`config.mk`:
```
export PLATFORM = sky130hd
export DESIGN_NAME = toast_id_ex_stage
export DESIGN_NICKNAME = d
export VERILOG_FILES = /design/src/rtl/toast_id_ex_stage.sv
export SDC_FILE = /design/constraint.sdc
export NUM_CORES = 1
export LEC_CHECK = 0
export CAP_MARGIN = 5
export CORE_ASPECT_RATIO = 1.2
export CORE_MARGIN = 2
export CORE_UTILIZATION = 35
export CTS_CLUSTER_DIAMETER = 30
export CTS_CLUSTER_SIZE = 20
export DETAILED_ROUTE_END_ITERATION = 8
export PLACE_DENSITY_LB_ADDON = 0.12
export REMOVE_ABC_BUFFERS = 1
export SLEW_MARGIN = 20
export SYNTH_ARGS = -nofsm -noshare
export SYNTH_HDL_FRONTEND = slang
export SYNTH_SLANG_ARGS = --single-unit
export TNS_END_PERCENT = 10
```
`constraint.sdc`:
```
create_clock -name clk_i -period 2 [get_ports clk_i]
set_input_delay 0.4 -clock clk_i [delete_from_list [all_inputs] [get_ports clk_i]]
set_output_delay 0.4 -clock clk_i [all_outputs]
set_load 0.01 [all_outputs]
```
`src/rtl/toast_id_ex_stage.sv`:
```
// ID/EX pipeline register with operand forwarding and selection for toast_alu.
// Also raises hazard stalls: load-use always, and every RAW against an in-flight writer when forwarding is off.
module toast_id_ex_stage #(
    parameter bit FWD_EN = 1'b1
) (
    input  logic        clk_i,
    input  logic        rst_i,
    input  logic        id_valid_i,
    input  logic [31:0] id_pc_i,
    input  logic [4:0]  id_rs1_addr_i,
    input  logic [4:0]  id_rs2_addr_i,
    input  logic [31:0] id_rs1_data_i,
    input  logic [31:0] id_rs2_data_i,
    input  logic [31:0] id_imm_i,
    input  logic [4:0]  id_rd_addr_i,
    input  logic [3:0]  id_alu_ctrl_i,
    input  logic        id_op1_pc_i,
    input  logic        id_op2_imm_i,
    input  logic        id_reg_wr_i,
    input  logic        id_mem_rd_i,
    input  logic        exmem_reg_wr_i,
    input  logic [4:0]  exmem_rd_addr_i,
    input  logic [31:0] exmem_result_i,
    input  logic        memwb_reg_wr_i,
    input  logic [4:0]  memwb_rd_addr_i,
    input  logic [31:0] memwb_result_i,
    input  logic        stall_i,
    input  logic        flush_i,
    output logic        hazard_stall_o,
    output logic        ex_valid_o,
    output logic [31:0] ex_pc_o,
    output logic [31:0] ex_rs2_fwd_o,
    output logic [4:0]  ex_rd_addr_o,
    output logic        ex_reg_wr_o,
    output logic        ex_mem_rd_o,
    output logic [3:0]  alu_ctrl_o,
    output logic [31:0] alu_op1_o,
    output logic [31:0] alu_op2_o
);

    logic        valid_reg;
    logic [31:0] pc_reg;
    logic [4:0]  rs1_addr_reg;
    logic [4:0]  rs2_addr_reg;
    logic [31:0] rs1_data_reg;
    logic [31:0] rs2_data_reg;
    logic [31:0] imm_reg;
    logic [4:0]  rd_addr_reg;
    logic [3:0]  alu_ctrl_reg;
    logic        op1_pc_reg;
    logic        op2_imm_reg;
    logic        reg_wr_reg;
    logic        mem_rd_reg;

    logic        rs_match_ex;
    logic        load_use;
    logic        raw_stall;

    assign rs_match_ex = (rd_addr_reg != 5'd0) &&
                         ((rd_addr_reg == id_rs1_addr_i) || (rd_addr_reg == id_rs2_addr_i));
    assign load_use    = id_valid_i && valid_reg && mem_rd_reg && rs_match_ex;

    generate
        if (FWD_EN) begin : g_fwd_on
            assign raw_stall = 1'b0;
        end else begin : g_fwd_off
            logic rs_match_exmem;
            assign rs_match_exmem = (exmem_rd_addr_i != 5'd0) &&
                                    ((exmem_rd_addr_i == id_rs1_addr_i) ||
                                     (exmem_rd_addr_i == id_rs2_addr_i));
            assign raw_stall = id_valid_i &&
                               ((valid_reg && reg_wr_reg && rs_match_ex) ||
                                (exmem_reg_wr_i && rs_match_exmem));
        end
    endgenerate

    // A flush kills the ID instruction anyway, so holding upstream would only waste a cycle.
    assign hazard_stall_o = !rst_i && !flush_i && (load_use || raw_stall);

    logic [4:0]  src_addr [2];
    logic [31:0] src_data [2];
    logic [31:0] src_fwd  [2];

    assign src_addr[0] = rs1_addr_reg;
    assign src_addr[1] = rs2_addr_reg;
    assign src_data[0] = rs1_data_reg;
    assign src_data[1] = rs2_data_reg;

    genvar gi;
    generate
        for (gi = 0; gi < 2; gi++) begin : g_src
            logic exmem_hit;
            logic memwb_hit;
            assign exmem_hit = FWD_EN && exmem_reg_wr_i && (exmem_rd_addr_i != 5'd0) &&
                               (exmem_rd_addr_i == src_addr[gi]);
            assign memwb_hit = FWD_EN && memwb_reg_wr_i && (memwb_rd_addr_i != 5'd0) &&
                               (memwb_rd_addr_i == src_addr[gi]);
            // The younger EX/MEM result wins over MEM/WB.
            assign src_fwd[gi] = exmem_hit ? exmem_result_i :
                                 memwb_hit ? memwb_result_i : src_data[gi];
        end
    endgenerate

    assign ex_valid_o   = valid_reg;
    assign ex_pc_o      = pc_reg;
    assign ex_rs2_fwd_o = src_fwd[1];
    assign ex_rd_addr_o = rd_addr_reg;
    assign ex_reg_wr_o  = valid_reg && reg_wr_reg;
    assign ex_mem_rd_o  = valid_reg && mem_rd_reg;
    assign alu_ctrl_o   = valid_reg ? alu_ctrl_reg : 4'd0;
    assign alu_op1_o    = !valid_reg ? 32'd0 : (op1_pc_reg  ? pc_reg  : src_fwd[0]);
    assign alu_op2_o    = !valid_reg ? 32'd0 : (op2_imm_reg ? imm_reg : src_fwd[1]);

    always_ff @(posedge clk_i) begin
        if (rst_i) begin
            valid_reg    <= 1'b0;
            pc_reg       <= '0;
            rs1_addr_reg <= '0;
            rs2_addr_reg <= '0;
            rs1_data_reg <= '0;
            rs2_data_reg <= '0;
            imm_reg      <= '0;
            rd_addr_reg  <= '0;
            alu_ctrl_reg <= '0;
            op1_pc_reg   <= 1'b0;
            op2_imm_reg  <= 1'b0;
            reg_wr_reg   <= 1'b0;
            mem_rd_reg   <= 1'b0;
        end else if (flush_i) begin
            valid_reg <= 1'b0;
        end else if (!stall_i) begin
            if (hazard_stall_o) begin
                valid_reg <= 1'b0;
            end else begin
                valid_reg    <= id_valid_i;
                pc_reg       <= id_pc_i;
                rs1_addr_reg <= id_rs1_addr_i;
                rs2_addr_reg <= id_rs2_addr_i;
                rs1_data_reg <= id_rs1_data_i;
                rs2_data_reg <= id_rs2_data_i;
                imm_reg      <= id_imm_i;
                rd_addr_reg  <= id_rd_addr_i;
                alu_ctrl_reg <= id_alu_ctrl_i;
                op1_pc_reg   <= id_op1_pc_i;
                op2_imm_reg  <= id_op2_imm_i;
                reg_wr_reg   <= id_reg_wr_i;
                mem_rd_reg   <= id_mem_rd_i;
            end
        end
    end

endmodule
```
==> impl_table.tex, run 1 <==
\begin{tabular}{lr}
\hline
Metric & Value \\
\hline
\multicolumn{2}{l}{\textbf{Die}} \\
Initial core utilization & 0.355 \\
Placement Rows & 73 \\
Y dimension of the die & 205 µm \\
I/O pin count & $\sim$370 \\
Placeable core region & between 30000 and 40000 µm² \\
Overall die width & 171 µm \\
Die Area & approximately 35000 µm² \\
\multicolumn{2}{l}{\textbf{Worst setup path}} \\
Max Fanout on Critical Path & 22 \\
CP Cell Sequence & clkdlybuf4s50\_1, nand4\_1, or4\_4, buf\_6, buf\_12, a21oi\_1, buf\_2 \\
Data required time of the worst path & 1.60 ns \\
Critical-path cell with the highest stage delay & or4\_4 \\
Critical path type & in -> out \\
Arrival time worst endpoint & 2.41 ns \\
CP startpoint kind & primary input \\
Critical Path End Type & output port \\
Peak per-stage delay on the critical path & 0.65 ns \\
\multicolumn{2}{l}{\textbf{Cells and area}} \\
Fraction of layout instances using a drive strength above 1 & 0.245 \\
Non-filler cells, final & 2231 \\
Area Overhead vs Synth & 54.0\% \\
Fill cell total of the finished layout & just over 3000 \\
Total area of multi-input combinational cells & 8800 µm² \\
Commonest non-fill, non-tap cell in the layout & clkdlybuf4s50\_1 \\
Most frequent cells in the layout & clkdlybuf4s50\_1 (258), mux2i\_1 (185), a32oi\_1 (178), nand2\_1 (153), and3\_1 (152) \\
Area used by sequential logic in the layout & 3070 µm² \\
Nets & approximately 2000 \\
Post-layout utilization of the core & 0.546 \\
\multicolumn{2}{l}{\textbf{Route}} \\
Detailed-routing iteration count for the pre-antenna-repair pass & 5 \\
Final wirelength & 50400 µm \\
Total number of vias & roughly 13000 \\
DRT antenna net count & 0 \\
DRC Markers & 0 \\
Routed wire per std cell & 22.6 µm \\
Drt via density & 5.88 \\
Number of violations reported at the end of detailed-routing iteration 0 & between 1000 and 1500 \\
\multicolumn{2}{l}{\textbf{Power and ir drop}} \\
Leakage Power & 7.07 nW \\
Sum of internal, switching and leakage power & 0.00963 W \\
Worst vdd rail ir drop & 0.377 mV \\
PwrDens & 532 nW/µm² \\
\multicolumn{2}{l}{\textbf{Logic synthesis}} \\
Post-Synthesis Cell Area & 11800 µm² \\
Proportion of netlist area held by the largest area contributor & 0.259 \\
Number of instances in the synthesized netlist & 1410 \\
Post-synth EDFFs & 0 \\
Seq cells post-synth & 152 \\
Number of distinct library cell variants in the gate-level netlist after synthesis & 40 \\
Leading post-synthesis cells by cell area & dfxtp\_1 (26\%), mux2i\_1 (18\%), a32oi\_1 (13\%) \\
Synth Warn \# & 0 \\
Cell type with the largest total area after synthesis & dfxtp\_1 \\
Post-synth top flop & dfxtp\_1 \\
Synthesized area per cell & 8.34 µm² \\
Ys async rst share & 0 \\
Sequential share of the synthesized area & 0.259 \\
\multicolumn{2}{l}{\textbf{CTS}} \\
CTS max path bufs & 2 \\
Inserted Clock Buffers & 17 \\
H-tree depth & 4 \\
Clock tree root buffer cell & clkbuf\_16 \\
Clk sink count & 152 \\
Insertion delay of the later-clocked pin in the worst-skew pair & 0.44 ns \\
Clock tree from TritonCTS & done \\
Clock transition at path regs & 0.06 ns \\
\multicolumn{2}{l}{\textbf{GRT}} \\
Antenna violations before repair & 6 \\
Residual overflow from global routing & 0 \\
Largest net degree at the start of global routing & 131 \\
Via count of the first global-routing pass & around 13000 \\
First-pass GRT wire length & around 73000 µm \\
All-Layer GR Usage & 0.271 \\
\multicolumn{2}{l}{\textbf{STA}} \\
Max-slew violation count & 0 \\
Time the final worst path needs with I/O delays and setup & about 2.8 ns \\
Count of final setup violators & roughly 220 \\
Final Hold Viols & 0 \\
Final critical-path setup slack & -0.809 ns \\
Highest attainable clock frequency & 356 MHz \\
Final cycle utilization of the critical path & 1.40 \\
Clock Skews & about 0.013 ns \\
Worst-Margin Slew & around 0.76 ns \\
Setup repair after global routing missed its margin & true \\
Worst-case headroom to the max-slew limit & 0.495 \\
Setup Total Neg Slack & -93.02 ns \\
\multicolumn{2}{l}{\textbf{Job}} \\
Number of maximum-capacitance violations & 0 \\
\multicolumn{2}{l}{\textbf{Hold path}} \\
Kind of path behind the tightest hold check & in -> reg \\
\multicolumn{2}{l}{\textbf{Placed design}} \\
RePlAce Congestion & 0.854 \\
HPWL after detailed placement & 32000 µm \\
Number of placed cells counting well taps & around 2200 \\
Port Buffers & 372 \\
Placement Setup Slack & -1.47 ns \\
\multicolumn{2}{l}{\textbf{Run status}} \\
Result of the run & complete, but fails checks \\
Violations in the final reports & negative setup slack \\
\hline
\end{tabular}
## final cells by class
cell class	count	share of cell area
clock inverters	11	0.00691
repair buffers	507	0.280
diodes	9	0.00124
clock buffers	20	0.0247
inverters	3	0.00104
well taps	450	0.0311
flip-flops and latches	152	0.169
multi-input cells	1079	0.486
## cell usage after synthesis (21+ instances only)
library cell / n
mux2i_1: 214
a32oi_1: 181
nand2_1: 154
and3_1: 152
dfxtp_1: 152
nor3b_1: 149
clkbuf_1: 108
a21oi_1: 64
nor2_1: 35
o221ai_1: 32
buf_2: 27
xnor2_1: 22
buf_6: 21
## through the flow
stage	hold slack, ns	instance area, µm²
2_1_floorplan	0.467	10800
3_3_place_gp	0.483	16300
3_5_place_dp	0.498	16300
4_1_cts	0.377	17400
5_1_grt	0.395	18100
6_report	0.398	18100
## path summary, 6_finish.rpt
kind / startpoint / end / slack, ns / depth (start not counted)
setup / recovery: exmem_reg_wr_i / ex_rs2_fwd_o[7] / -0.81 / 7
hold / removal: rst_i / ex_valid_o / 0.40 / 5
setup reg to reg: ex_rd_addr_o[4] / rs1_data_reg[28] / -0.29 / 7
hold reg to reg: imm_reg[1] / imm_reg[1] / 0.51 / 2
## routing by layer
metal | track usage | vias to the layer above | wire (µm)
met5 | 0 | - | 0
met3 | 0.0500 | 69 | 3210
met2 | 0.450 | 453 | 24600
li1 | - | 6136 | -
met4 | 0.0972 | 0 | 1180
met1 | 0.348 | 6468 | 21500
## critical path: cells and delay by family
family / cells / cell delay [ns]
AOI/OAI and AO/OA: 1 / 0.17
buffers and inverters: 4 / 1.01
and+or+nand+nor: 2 / 0.81
## report_power, final
group | leakage (nW) | switching (W) | total (W) | internal (W)
logic | 5.55 | 0.00130 | 0.00275 | 0.00146
clock network | 0.265 | 0.00142 | 0.00328 | 0.00187
registers | 1.26 | 0.000294 | 0.00360 | 0.00331
## timing repair
item / 4_1_cts / 5_1_grt
cloned: 5 / 4
hold buffers: 0 / 0
buffers inserted: 15 / 14
resized for setup: 553 / 161
pin swaps: 47 / 23
setup endpoints to repair: 250 / 245
## kinds of logic after synthesis
group	after synthesis	synth area share
DFF	152	0.259
muxes	214	0.182
xor gates and xnor gates	30	0.0223
AOI/OAI and AO/OA	316	0.204
and+or+nand+nor	519	0.252
buffers and inverters	179	0.0804
Power figures use the tool's default switching activity.
==> inputs of run 2 (changes only) <==
- SETUP_SLACK_MARGIN: default -> 0.2
==> run 2 against run 1 <==
  * The run still ends with negative setup slack left
  * Clock power is essentially flat
  * Via count up 1.5%
  * Clock skew hardly changed
  * Register-to-register slack got worse by 0.02 ns
  * Utilization rose by 0.75 points
  * Global-route usage is 0.64 points higher
  * Cell count up 0.72%
  * Routed wire length grew 1.2%
  * Largest cell class unchanged
==> impl_table.tex, run 2 (same netlist as run 1, synthesis figures left out) <==
\begin{tabular}{lr}
\hline
Metric & Value \\
\hline
\multicolumn{2}{l}{\textbf{STA}} \\
Count of final setup violators & 219 \\
Worst-case headroom to the max-slew limit & 0.499 \\
Setup repair after global routing missed its margin & true \\
Final cycle utilization of the critical path & 1.43 \\
Time the final worst path needs with I/O delays and setup & around 2.9 ns \\
Clock Skews & about 0.013 ns \\
Smallest hold slack & 0.398 ns \\
Max-slew violation count & 0 \\
Final Hold Viols & 0 \\
Worst-Margin Slew & 0.752 ns \\
Final critical-path setup slack & -0.859 ns \\
Highest attainable clock frequency & 350 MHz \\
Setup Total Neg Slack & -95.97 ns \\
\multicolumn{2}{l}{\textbf{Route}} \\
DRT antenna net count & 0 \\
Drt via density & just under 6 \\
DRC Markers & 0 \\
Number of violations reported at the end of detailed-routing iteration 0 & $\sim$1100 \\
Final wirelength & 51000 µm \\
Total number of vias & 13300 \\
Routed wire per std cell & 22.7 µm \\
Detailed-routing iteration count for the pre-antenna-repair pass & 4 \\
\multicolumn{2}{l}{\textbf{CTS}} \\
Hold buffer count at cts & 0 \\
H-tree depth & 4 \\
CTS max path bufs & 2 \\
Clock tree from TritonCTS & done \\
Clk sink count & 152 \\
Clock transition at path regs & roughly 0.060 ns \\
Insertion delay of the later-clocked pin in the worst-skew pair & 0.44 ns \\
Inserted Clock Buffers & 17 \\
Clock tree root buffer cell & clkbuf\_16 \\
\multicolumn{2}{l}{\textbf{Die}} \\
Overall die width & 171 µm \\
Die Area & 35100 µm² \\
Placement Rows & 73 \\
Initial core utilization & 0.355 \\
I/O pin count & $\sim$370 \\
Placeable core region & roughly 33000 µm² \\
Y dimension of the die & 205 µm \\
\multicolumn{2}{l}{\textbf{Placed design}} \\
Port Buffers & 372 \\
RePlAce Congestion & 0.854 \\
HPWL after detailed placement & 32000 µm \\
\multicolumn{2}{l}{\textbf{Cells and area}} \\
Commonest non-fill, non-tap cell in the layout & clkdlybuf4s50\_1 \\
Area Overhead vs Synth & 56.1\% \\
Most frequent cells in the layout & clkdlybuf4s50\_1 (226), mux2i\_1 (193), a32oi\_1 (172), nand2\_1 (153), and3\_1 (152) \\
Fraction of layout instances using a drive strength above 1 & 0.259 \\
Nets & 2008 \\
\multicolumn{2}{l}{\textbf{Worst setup path}} \\
Critical-path cell with the highest stage delay & or4\_4 \\
Critical path type & in -> out \\
CP startpoint kind & primary input \\
Delay-heaviest family, CP & buffers and inverters \\
Arrival time worst endpoint & 2.46 ns \\
Critical Path End Type & output port \\
Data required time of the worst path & 1.60 ns \\
CP Cell Sequence & buf\_8, or4\_4, nor2\_4, buf\_6, nor4\_4, bufbuf\_16, buf\_4, buf\_12, buf\_16, a32oi\_2, o21ai\_2, buf\_2 \\
Max Fanout on Critical Path & 6 \\
Peak per-stage delay on the critical path & 0.57 ns \\
Buffering stage count on the worst path with inverters included & 7 \\
\multicolumn{2}{l}{\textbf{GRT}} \\
Fraction of met1 tracks used by global routing & 0.355 \\
Global Route met3 Usage & 0.0506 \\
Residual overflow from global routing & 0 \\
Antenna violations before repair & 7 \\
First-pass GRT wire length & approximately 75000 µm \\
Largest net degree at the start of global routing & around 130 \\
Most congested layer reported by global routing & met2 \\
Via count of the first global-routing pass & around 13000 \\
Met2 global-route usage & 0.459 \\
All-Layer GR Usage & 0.277 \\
\multicolumn{2}{l}{\textbf{Power and ir drop}} \\
PwrDens & between 500 and 600 nW/µm² \\
Worst vdd rail ir drop & 0.384 mV \\
Leakage Power & roughly 7.5 nW \\
\multicolumn{2}{l}{\textbf{Run status}} \\
Result of the run & complete, but fails checks \\
Violations in the final reports & negative setup slack \\
\multicolumn{2}{l}{\textbf{Job}} \\
Number of maximum-capacitance violations & 0 \\
\multicolumn{2}{l}{\textbf{Hold path}} \\
Kind of path behind the tightest hold check & in -> reg \\
\hline
\end{tabular}
[run 2: final timing paths]
check,startpoint,depth (start not counted),endpoint,slack (ns)
worst max-delay path,exmem_rd_addr_i[4],12,alu_op2_o[24],-0.86
worst min-delay path,rst_i,5,ex_valid_o,0.40
worst max register to register,ex_rd_addr_o[2],7,rs1_data_reg[28],-0.31
worst min register to register,alu_ctrl_reg[0],2,alu_ctrl_reg[0],0.52
[run 2: timing repair]
item,CTS,global route
endpoints found under the setup margin,275,270
cloned,11,0
pin swaps,37,41
resized for setup,596,180
buffers inserted,17,18
[run 2: per-stage QoR]
step | power, W | utilization | setup slack (ns) | std cells | cell area, µm²
2_1_floorplan | 0.00489 | - | -10.51 | 1234 | 10800
3_3_place_gp | 0.00613 | 0.493 | -1.49 | 2161 | 16300
3_5_place_dp | 0.00616 | 0.493 | -1.47 | 2161 | 16300
4_1_cts | 0.00953 | 0.531 | -0.870 | 2220 | 17600
5_1_grt | 0.0100 | 0.554 | -0.944 | 2244 | 18400
6_report | 0.00964 | 0.554 | -0.859 | 2247 | 18400
[run 2: cell type report]
class                           instances  area (µm²)
Fill cell                            3058       14800
Multi-Input combinational cell       1079        8800
Inverter                                3        18.8
Sequential cell                       152        3060
Antenna cell                            9        22.5
Clock inverter                         11         125
Timing Repair Buffer                  523        5320
Clock buffer                           20         447
Tap cell                              450         563
[run 2: worst reg2reg max path: stages, from the launching register on]
cell,delay [ns]
dfxtp_1,0.32
or4_4,0.56
o2111ai_4,0.25
buf_12,0.19
buf_16,0.40
nor3b_1,0.20
mux2i_1,0.18
nand2_1,0.09
[run 2: layer usage]
metal  up-vias  wire, µm
li1       6164         -
met4         0      1460
met3        82      3250
met1      6578     21500
met5         -         0
met2       498     24800
[run 2: report_power, final]
part | internal (W) | total, W | switching [W]
combinational | 0.00145 | 0.00277 | 0.00131
sequential | 0.00331 | 0.00359 | 0.000287
clock | 0.00187 | 0.00328 | 0.00141
total | 0.00662 | 0.00964 | 0.00302
